**config.mk**
```make
export PLATFORM = sky130hd
export DESIGN_NAME = ex_mem_register_flat
export DESIGN_NICKNAME = d
export VERILOG_FILES = /design/src/rtl/ex_mem_register_if.sv /design/src/rtl/ex_mem_register.sv /design/src/flat_wrapper.sv
export SDC_FILE = /design/constraint.sdc
export NUM_CORES = 1
export LEC_CHECK = 0
export CAP_MARGIN = 25
export CORE_MARGIN = 2
export CORE_UTILIZATION = 40
export DETAILED_ROUTE_END_ITERATION = 8
export PLACE_DENSITY = 0.89
export REMOVE_ABC_BUFFERS = 1
export SLEW_MARGIN = 25
export SYNTH_ARGS = -nofsm -noshare
export SYNTH_HDL_FRONTEND = slang
export SYNTH_SLANG_ARGS = --single-unit
export TNS_END_PERCENT = 1
```
**constraint.sdc**
```tcl
create_clock -name clock -period 1.9 [get_ports clock]
set_clock_uncertainty 0.15 [all_clocks]
set_input_delay 0.285 -clock clock [delete_from_list [all_inputs] [get_ports clock]]
set_output_delay 0.285 -clock clock [all_outputs]
set_load 0.1 [all_outputs]
```
**src/rtl/ex_mem_register_if.sv**
```systemverilog
// EX/MEM stage bundle: EX-side fields and pipeline controls in, registered MEM-side fields out.
// master drives the EX side and observes MEM; slave is the pipeline register itself.
interface ex_mem_register_if #(
  parameter int DATA_WIDTH = 32,
  parameter int REG_AW     = 5,
  parameter int CNT_WIDTH  = 16
);
  logic                  Stall;
  logic                  Flush;
  logic                  PCSrc;
  logic                  Valid_in;
  logic                  MemToReg_in;
  logic                  RegWrite_in;
  logic                  MemWrite_in;
  logic                  MemRead_in;
  logic                  Branch_in;
  logic                  Is_Zero_in;
  logic [DATA_WIDTH-1:0] ALU_Result_in;
  logic [DATA_WIDTH-1:0] WriteData_in;
  logic [DATA_WIDTH-1:0] PC_Branch_in;
  logic [REG_AW-1:0]     RegisterRd_in;

  logic                  Valid_out;
  logic                  MemToReg_out;
  logic                  RegWrite_out;
  logic                  MemWrite_out;
  logic                  MemRead_out;
  logic                  Branch_out;
  logic                  Is_Zero_out;
  logic [DATA_WIDTH-1:0] ALU_Result_out;
  logic [DATA_WIDTH-1:0] WriteData_out;
  logic [DATA_WIDTH-1:0] PC_Branch_out;
  logic [REG_AW-1:0]     RegisterRd_out;
  logic [CNT_WIDTH-1:0]  Bubble_Count;

  modport master (
    output Stall, Flush, PCSrc, Valid_in, MemToReg_in, RegWrite_in, MemWrite_in,
           MemRead_in, Branch_in, Is_Zero_in, ALU_Result_in, WriteData_in,
           PC_Branch_in, RegisterRd_in,
    input  Valid_out, MemToReg_out, RegWrite_out, MemWrite_out, MemRead_out,
           Branch_out, Is_Zero_out, ALU_Result_out, WriteData_out, PC_Branch_out,
           RegisterRd_out, Bubble_Count
  );

  modport slave (
    input  Stall, Flush, PCSrc, Valid_in, MemToReg_in, RegWrite_in, MemWrite_in,
           MemRead_in, Branch_in, Is_Zero_in, ALU_Result_in, WriteData_in,
           PC_Branch_in, RegisterRd_in,
    output Valid_out, MemToReg_out, RegWrite_out, MemWrite_out, MemRead_out,
           Branch_out, Is_Zero_out, ALU_Result_out, WriteData_out, PC_Branch_out,
           RegisterRd_out, Bubble_Count
  );
endinterface

```
**src/rtl/ex_mem_register.sv**
```systemverilog
// EX/MEM pipeline register, 1-cycle latency, all outputs registered.
// Stall holds contents; Flush or PCSrc loads a bubble and overrides Stall; saturating bubble count.
module ex_mem_register #(
  parameter int DATA_WIDTH = 32,
  parameter int REG_AW     = 5,
  parameter int CNT_WIDTH  = 16
) (
  input logic          clock,
  input logic          reset_n,
  ex_mem_register_if.slave bus
);

  typedef struct packed {
    logic                  valid;
    logic                  mem_to_reg;
    logic                  reg_write;
    logic                  mem_write;
    logic                  mem_read;
    logic                  branch;
    logic                  is_zero;
    logic [DATA_WIDTH-1:0] alu_result;
    logic [DATA_WIDTH-1:0] write_data;
    logic [DATA_WIDTH-1:0] pc_branch;
    logic [REG_AW-1:0]     rd;
  } stage_t;

  stage_t               stage_q, stage_d;
  logic [CNT_WIDTH-1:0] cnt_q, cnt_d;
  logic [CNT_WIDTH-1:0] cnt_sat;
  logic                 flush;

  assign flush   = bus.Flush | bus.PCSrc;
  assign cnt_sat = (&cnt_q) ? cnt_q : cnt_q + CNT_WIDTH'(1);

  always_comb begin
    stage_d = stage_q;
    cnt_d   = cnt_q;
    if (flush) begin
      stage_d = '0;
      cnt_d   = cnt_sat;
    end else if (!bus.Stall) begin
      // Control bits are gated by Valid_in so an invalid entry has no side effects in MEM.
      stage_d.valid      = bus.Valid_in;
      stage_d.mem_to_reg = bus.MemToReg_in & bus.Valid_in;
      stage_d.reg_write  = bus.RegWrite_in & bus.Valid_in;
      stage_d.mem_write  = bus.MemWrite_in & bus.Valid_in;
      stage_d.mem_read   = bus.MemRead_in  & bus.Valid_in;
      stage_d.branch     = bus.Branch_in   & bus.Valid_in;
      stage_d.is_zero    = bus.Is_Zero_in;
      stage_d.alu_result = bus.ALU_Result_in;
      stage_d.write_data = bus.WriteData_in;
      stage_d.pc_branch  = bus.PC_Branch_in;
      stage_d.rd         = bus.RegisterRd_in;
      if (!bus.Valid_in) begin
        cnt_d = cnt_sat;
      end
    end
  end

  always_ff @(posedge clock) begin
    if (!reset_n) begin
      stage_q <= '0;
      cnt_q   <= '0;
    end else begin
      stage_q <= stage_d;
      cnt_q   <= cnt_d;
    end
  end

  assign bus.Valid_out      = stage_q.valid;
  assign bus.MemToReg_out   = stage_q.mem_to_reg;
  assign bus.RegWrite_out   = stage_q.reg_write;
  assign bus.MemWrite_out   = stage_q.mem_write;
  assign bus.MemRead_out    = stage_q.mem_read;
  assign bus.Branch_out     = stage_q.branch;
  assign bus.Is_Zero_out    = stage_q.is_zero;
  assign bus.ALU_Result_out = stage_q.alu_result;
  assign bus.WriteData_out  = stage_q.write_data;
  assign bus.PC_Branch_out  = stage_q.pc_branch;
  assign bus.RegisterRd_out = stage_q.rd;
  assign bus.Bubble_Count   = cnt_q;

endmodule
```
**src/flat_wrapper.sv**
```systemverilog
// flat-port wrapper written by rule: the top's interface ports become plain ports
module ex_mem_register_flat 
#(
  parameter int DATA_WIDTH = 32,
  parameter int REG_AW     = 5,
  parameter int CNT_WIDTH  = 16
)
  (clock, reset_n, bus_Stall, bus_Flush, bus_PCSrc, bus_Valid_in, bus_MemToReg_in, bus_RegWrite_in, bus_MemWrite_in, bus_MemRead_in, bus_Branch_in, bus_Is_Zero_in, bus_ALU_Result_in, bus_WriteData_in, bus_PC_Branch_in, bus_RegisterRd_in, bus_Valid_out, bus_MemToReg_out, bus_RegWrite_out, bus_MemWrite_out, bus_MemRead_out, bus_Branch_out, bus_Is_Zero_out, bus_ALU_Result_out, bus_WriteData_out, bus_PC_Branch_out, bus_RegisterRd_out, bus_Bubble_Count);
  ex_mem_register_if #(.DATA_WIDTH(DATA_WIDTH), .REG_AW(REG_AW), .CNT_WIDTH(CNT_WIDTH)) bus_i ();
  input logic clock;
  input logic reset_n;
  input wire logic [$bits(bus_i.Stall)-1:0] bus_Stall;
  input wire logic [$bits(bus_i.Flush)-1:0] bus_Flush;
  input wire logic [$bits(bus_i.PCSrc)-1:0] bus_PCSrc;
  input wire logic [$bits(bus_i.Valid_in)-1:0] bus_Valid_in;
  input wire logic [$bits(bus_i.MemToReg_in)-1:0] bus_MemToReg_in;
  input wire logic [$bits(bus_i.RegWrite_in)-1:0] bus_RegWrite_in;
  input wire logic [$bits(bus_i.MemWrite_in)-1:0] bus_MemWrite_in;
  input wire logic [$bits(bus_i.MemRead_in)-1:0] bus_MemRead_in;
  input wire logic [$bits(bus_i.Branch_in)-1:0] bus_Branch_in;
  input wire logic [$bits(bus_i.Is_Zero_in)-1:0] bus_Is_Zero_in;
  input wire logic [$bits(bus_i.ALU_Result_in)-1:0] bus_ALU_Result_in;
  input wire logic [$bits(bus_i.WriteData_in)-1:0] bus_WriteData_in;
  input wire logic [$bits(bus_i.PC_Branch_in)-1:0] bus_PC_Branch_in;
  input wire logic [$bits(bus_i.RegisterRd_in)-1:0] bus_RegisterRd_in;
  output wire logic [$bits(bus_i.Valid_out)-1:0] bus_Valid_out;
  output wire logic [$bits(bus_i.MemToReg_out)-1:0] bus_MemToReg_out;
  output wire logic [$bits(bus_i.RegWrite_out)-1:0] bus_RegWrite_out;
  output wire logic [$bits(bus_i.MemWrite_out)-1:0] bus_MemWrite_out;
  output wire logic [$bits(bus_i.MemRead_out)-1:0] bus_MemRead_out;
  output wire logic [$bits(bus_i.Branch_out)-1:0] bus_Branch_out;
  output wire logic [$bits(bus_i.Is_Zero_out)-1:0] bus_Is_Zero_out;
  output wire logic [$bits(bus_i.ALU_Result_out)-1:0] bus_ALU_Result_out;
  output wire logic [$bits(bus_i.WriteData_out)-1:0] bus_WriteData_out;
  output wire logic [$bits(bus_i.PC_Branch_out)-1:0] bus_PC_Branch_out;
  output wire logic [$bits(bus_i.RegisterRd_out)-1:0] bus_RegisterRd_out;
  output wire logic [$bits(bus_i.Bubble_Count)-1:0] bus_Bubble_Count;
  assign bus_i.Stall = bus_Stall;
  assign bus_i.Flush = bus_Flush;
  assign bus_i.PCSrc = bus_PCSrc;
  assign bus_i.Valid_in = bus_Valid_in;
  assign bus_i.MemToReg_in = bus_MemToReg_in;
  assign bus_i.RegWrite_in = bus_RegWrite_in;
  assign bus_i.MemWrite_in = bus_MemWrite_in;
  assign bus_i.MemRead_in = bus_MemRead_in;
  assign bus_i.Branch_in = bus_Branch_in;
  assign bus_i.Is_Zero_in = bus_Is_Zero_in;
  assign bus_i.ALU_Result_in = bus_ALU_Result_in;
  assign bus_i.WriteData_in = bus_WriteData_in;
  assign bus_i.PC_Branch_in = bus_PC_Branch_in;
  assign bus_i.RegisterRd_in = bus_RegisterRd_in;
  assign bus_Valid_out = bus_i.Valid_out;
  assign bus_MemToReg_out = bus_i.MemToReg_out;
  assign bus_RegWrite_out = bus_i.RegWrite_out;
  assign bus_MemWrite_out = bus_i.MemWrite_out;
  assign bus_MemRead_out = bus_i.MemRead_out;
  assign bus_Branch_out = bus_i.Branch_out;
  assign bus_Is_Zero_out = bus_i.Is_Zero_out;
  assign bus_ALU_Result_out = bus_i.ALU_Result_out;
  assign bus_WriteData_out = bus_i.WriteData_out;
  assign bus_PC_Branch_out = bus_i.PC_Branch_out;
  assign bus_RegisterRd_out = bus_i.RegisterRd_out;
  assign bus_Bubble_Count = bus_i.Bubble_Count;
  ex_mem_register #(.DATA_WIDTH(DATA_WIDTH), .REG_AW(REG_AW), .CNT_WIDTH(CNT_WIDTH)) u_core (.clock(clock), .reset_n(reset_n), .bus(bus_i));
endmodule
```
==> impl_metrics.json, run 1 <==
{
  "drv_slew": 0,
  "fin_nets": 815,
  "post-route-period-util_pct": 98.63,
  "areaGrowthSynthToFinish_pct": 99.11,
  "rows": 39,
  "drc": 0,
  "worstSkewPairLatency_ps": 410,
  "maxSlewHeadroom_pct": 67.05,
  "first_pass_iters": 6,
  "hold_slack_ps": 304.4,
  "maxCapViolCount": 0,
  "grt_pass1_wl_mm": 25.13,
  "wl_mm": 16.33,
  "clkTransAtPathRegs_ps": 60,
  "worst_pin_slew_ps": 492.5,
  "synth.distinct_cells": 42,
  "startpoint_type": "register",
  "cts_made_buffers": 17,
  "power-per-cell-area_nw_per_um2": 803.1,
  "setup_viol": 0,
  "cts_tree": "yes",
  "via_per_inst": 5.224,
  "routedWlPerCell_um": 19.12,
  "grt_max_degree": 72,
  "synth_area_leader_cell": "dfxtp_1",
  "finalHoldViolations": 0,
  "htreeDepth": 4,
  "ir_drop_uv": 619.1,
  "gp_congestion": 0.8099,
  "end_kind": "register",
  "placed_area_um2": 8522,
  "io_buffers": 236,
  "ant_nets": 0,
  "fin_crit_ps": 1874,
  "nFillCells": 653,
  "max_clock_freq_mhz": 533.6,
  "power.leakage_nw": 3.776,
  "path_class": "reg -> reg",
  "io_pins": 237,
  "stdcell_area_um2": 9203,
  "hpwl_mm": 12.03,
  "grt_pass1_vias": 4763,
  "grt.total_usage_pct": 25.76,
  "antenna_found_initial": 0,
  "clockBufferDepth": 2,
  "async_reset_ff_share_pct": 0,
  "core_area_um2": 11370,
  "synthTopCellsByArea": "dfxtp_1 54%, mux2i_1 23%, nor2_1 9.2%",
  "overflow": 0,
  "die-area_um2": 12430,
  "synth-seq-cells": 124,
  "drtIter0Drc": 262,
  "syn_area_um2": 4622,
  "synth_top_area_share_pct": 53.71,
  "die_h_um": 111.5,
  "die_w_um": 111.5,
  "synth_ff_type": "dfxtp_1",
  "yosys_warnings": 0,
  "clockRootBuffer": "clkbuf_16",
  "antenna_cells": 0,
  "synth_edf_count": 0,
  "drive_gt1_share_pct": 27.00,
  "path_max_fanout": 6,
  "min_path_type": "in -> reg",
  "synth.most_common_cell": "dfxtp_1",
  "yosys-top-cells-count": "124 x dfxtp_1, 113 x nor2_1, 105 x mux2i_1, 12 x nand2_1",
  "clock_sinks": 124,
  "ys_seq_area_share_pct": 53.71,
  "status": "finished, final reports clean",
  "synth_area_per_cell_um2": 10.29,
  "start_util_pct": 40.65,
  "syn-instance-count": 449,
  "final_core_util_pct": 80.94,
  "critPathRequiredTime_ps": 2080,
  "cp.arrival_ps": 2060,
  "num_vias": 4461
}
==> sequential cells by signal, indices dropped and copies added (netlist names) <==
| signal | count |
|---|---|
| u_core.bus.ALU_Result_out | 32 |
| u_core.bus.Branch_out | 1 |
| u_core.bus.Bubble_Count | 16 |
| u_core.bus.Is_Zero_out | 1 |
| u_core.bus.MemRead_out | 1 |
| u_core.bus.MemToReg_out | 1 |
| u_core.bus.MemWrite_out | 1 |
| u_core.bus.PC_Branch_out | 32 |
| u_core.bus.RegWrite_out | 1 |
| u_core.bus.RegisterRd_out | 5 |
| u_core.bus.Valid_out | 1 |
| u_core.bus.WriteData_out | 32 |
==> worst max-delay path, cell delays in order, from the launching register on <==
cell	delay, ps
dfxtp_1	360
ha_1	370
o2111ai_4	220
or4_1	540
a21oi_1	170
==> power by group <==
group	switching (mW)	internal, mW	total, mW
logic	0.602	0.520	1.12
registers	0.0520	2.65	2.70
clock network	1.09	2.48	3.56
total	1.74	5.65	7.39
==> cell families after synthesis <==
family	Yosys count	share of synthesized area, %
AND/OR/NAND/NOR	157	14.84
flip-flops	124	53.71
multiplexers	105	22.74
buffers and inverters	26	2.409
adder cells (fa/ha/maj)	1	0.2707
AO/OA/AOI/OAI	36	6.037
==> metrics by stage <==
stage                     setup TNS [ps]  std cells  power, mW  setup WS [ps]
final                                  0        854      7.391          25.97
after CTS                              0        853      7.438          8.184
after global routing              -418.1        854      7.628         -155.4
after floorplan                   -69060        425      3.263         -582.0
after detailed placement           -1246        824      3.869         -205.7
after global placement            -259.9        824      3.832         -77.35
==> metal layers <==
| metal | track usage, % | vias up | wire, um |
|---|---|---|---|
| li1 | - | 2062 | - |
| met1 | 26.40 | 2133 | 5895 |
| met2 | 49.23 | 224 | 8905 |
| met3 | 7.676 | 42 | 1098 |
| met4 | 9.465 | 0 | 428 |
| met5 | 0 | - | 0 |
==> worst paths after layout <==
| check | slack (ps) | cells after the start | endpoint | start |
|---|---|---|---|---|
| setup / recovery | 30 | 4 | u_core.bus.Bubble_Count[10] | u_core.bus.Bubble_Count[1] |
| hold / removal | 300 | 4 | u_core.bus.Valid_out | bus_Stall |
| setup reg to reg | 30 | 4 | u_core.bus.Bubble_Count[10] | u_core.bus.Bubble_Count[1] |
| hold reg to reg | 410 | 2 | u_core.bus.RegisterRd_out[3] | u_core.bus.RegisterRd_out[3] |
==> layout make-up <==
cell class	instances	area [um2]	area share [%]
Clock buffer	22	494.2	5.370
Clock inverter	7	160.2	1.740
Inverter	2	7.507	0.08158
Multi-Input combinational cell	299	2052	22.30
Sequential cell	124	2485	27.00
Tap cell	143	178.9	1.944
Timing Repair Buffer	257	3825	41.56
==> repair_timing <==
action                                  CTS  global route
resized for setup                         0             6
endpoints found under the setup margin    0            11
buffers inserted                          0             1
hold buffers                              0             0
==> cells in the final DEF (no fill, tap or decap), types with 6 or more instances in the layout <==
| cell type | instances |
|---|---|
| a22oi_1 | 6 |
| buf_12 | 129 |
| buf_4 | 16 |
| clkbuf_16 | 17 |
| clkdlybuf4s50_1 | 111 |
| dfxtp_1 | 122 |
| mux2i_1 | 105 |
| nand2_1 | 10 |
| nor2_1 | 112 |
Note: power is estimated with default switching activity, not from simulation.
==> run 2, diff against run 1 <==
- SKIP_LAST_GASP: default -> 1
==> results of run 2 <==
Same layout as run 1: the final DEF is identical, and so are final timing and power.
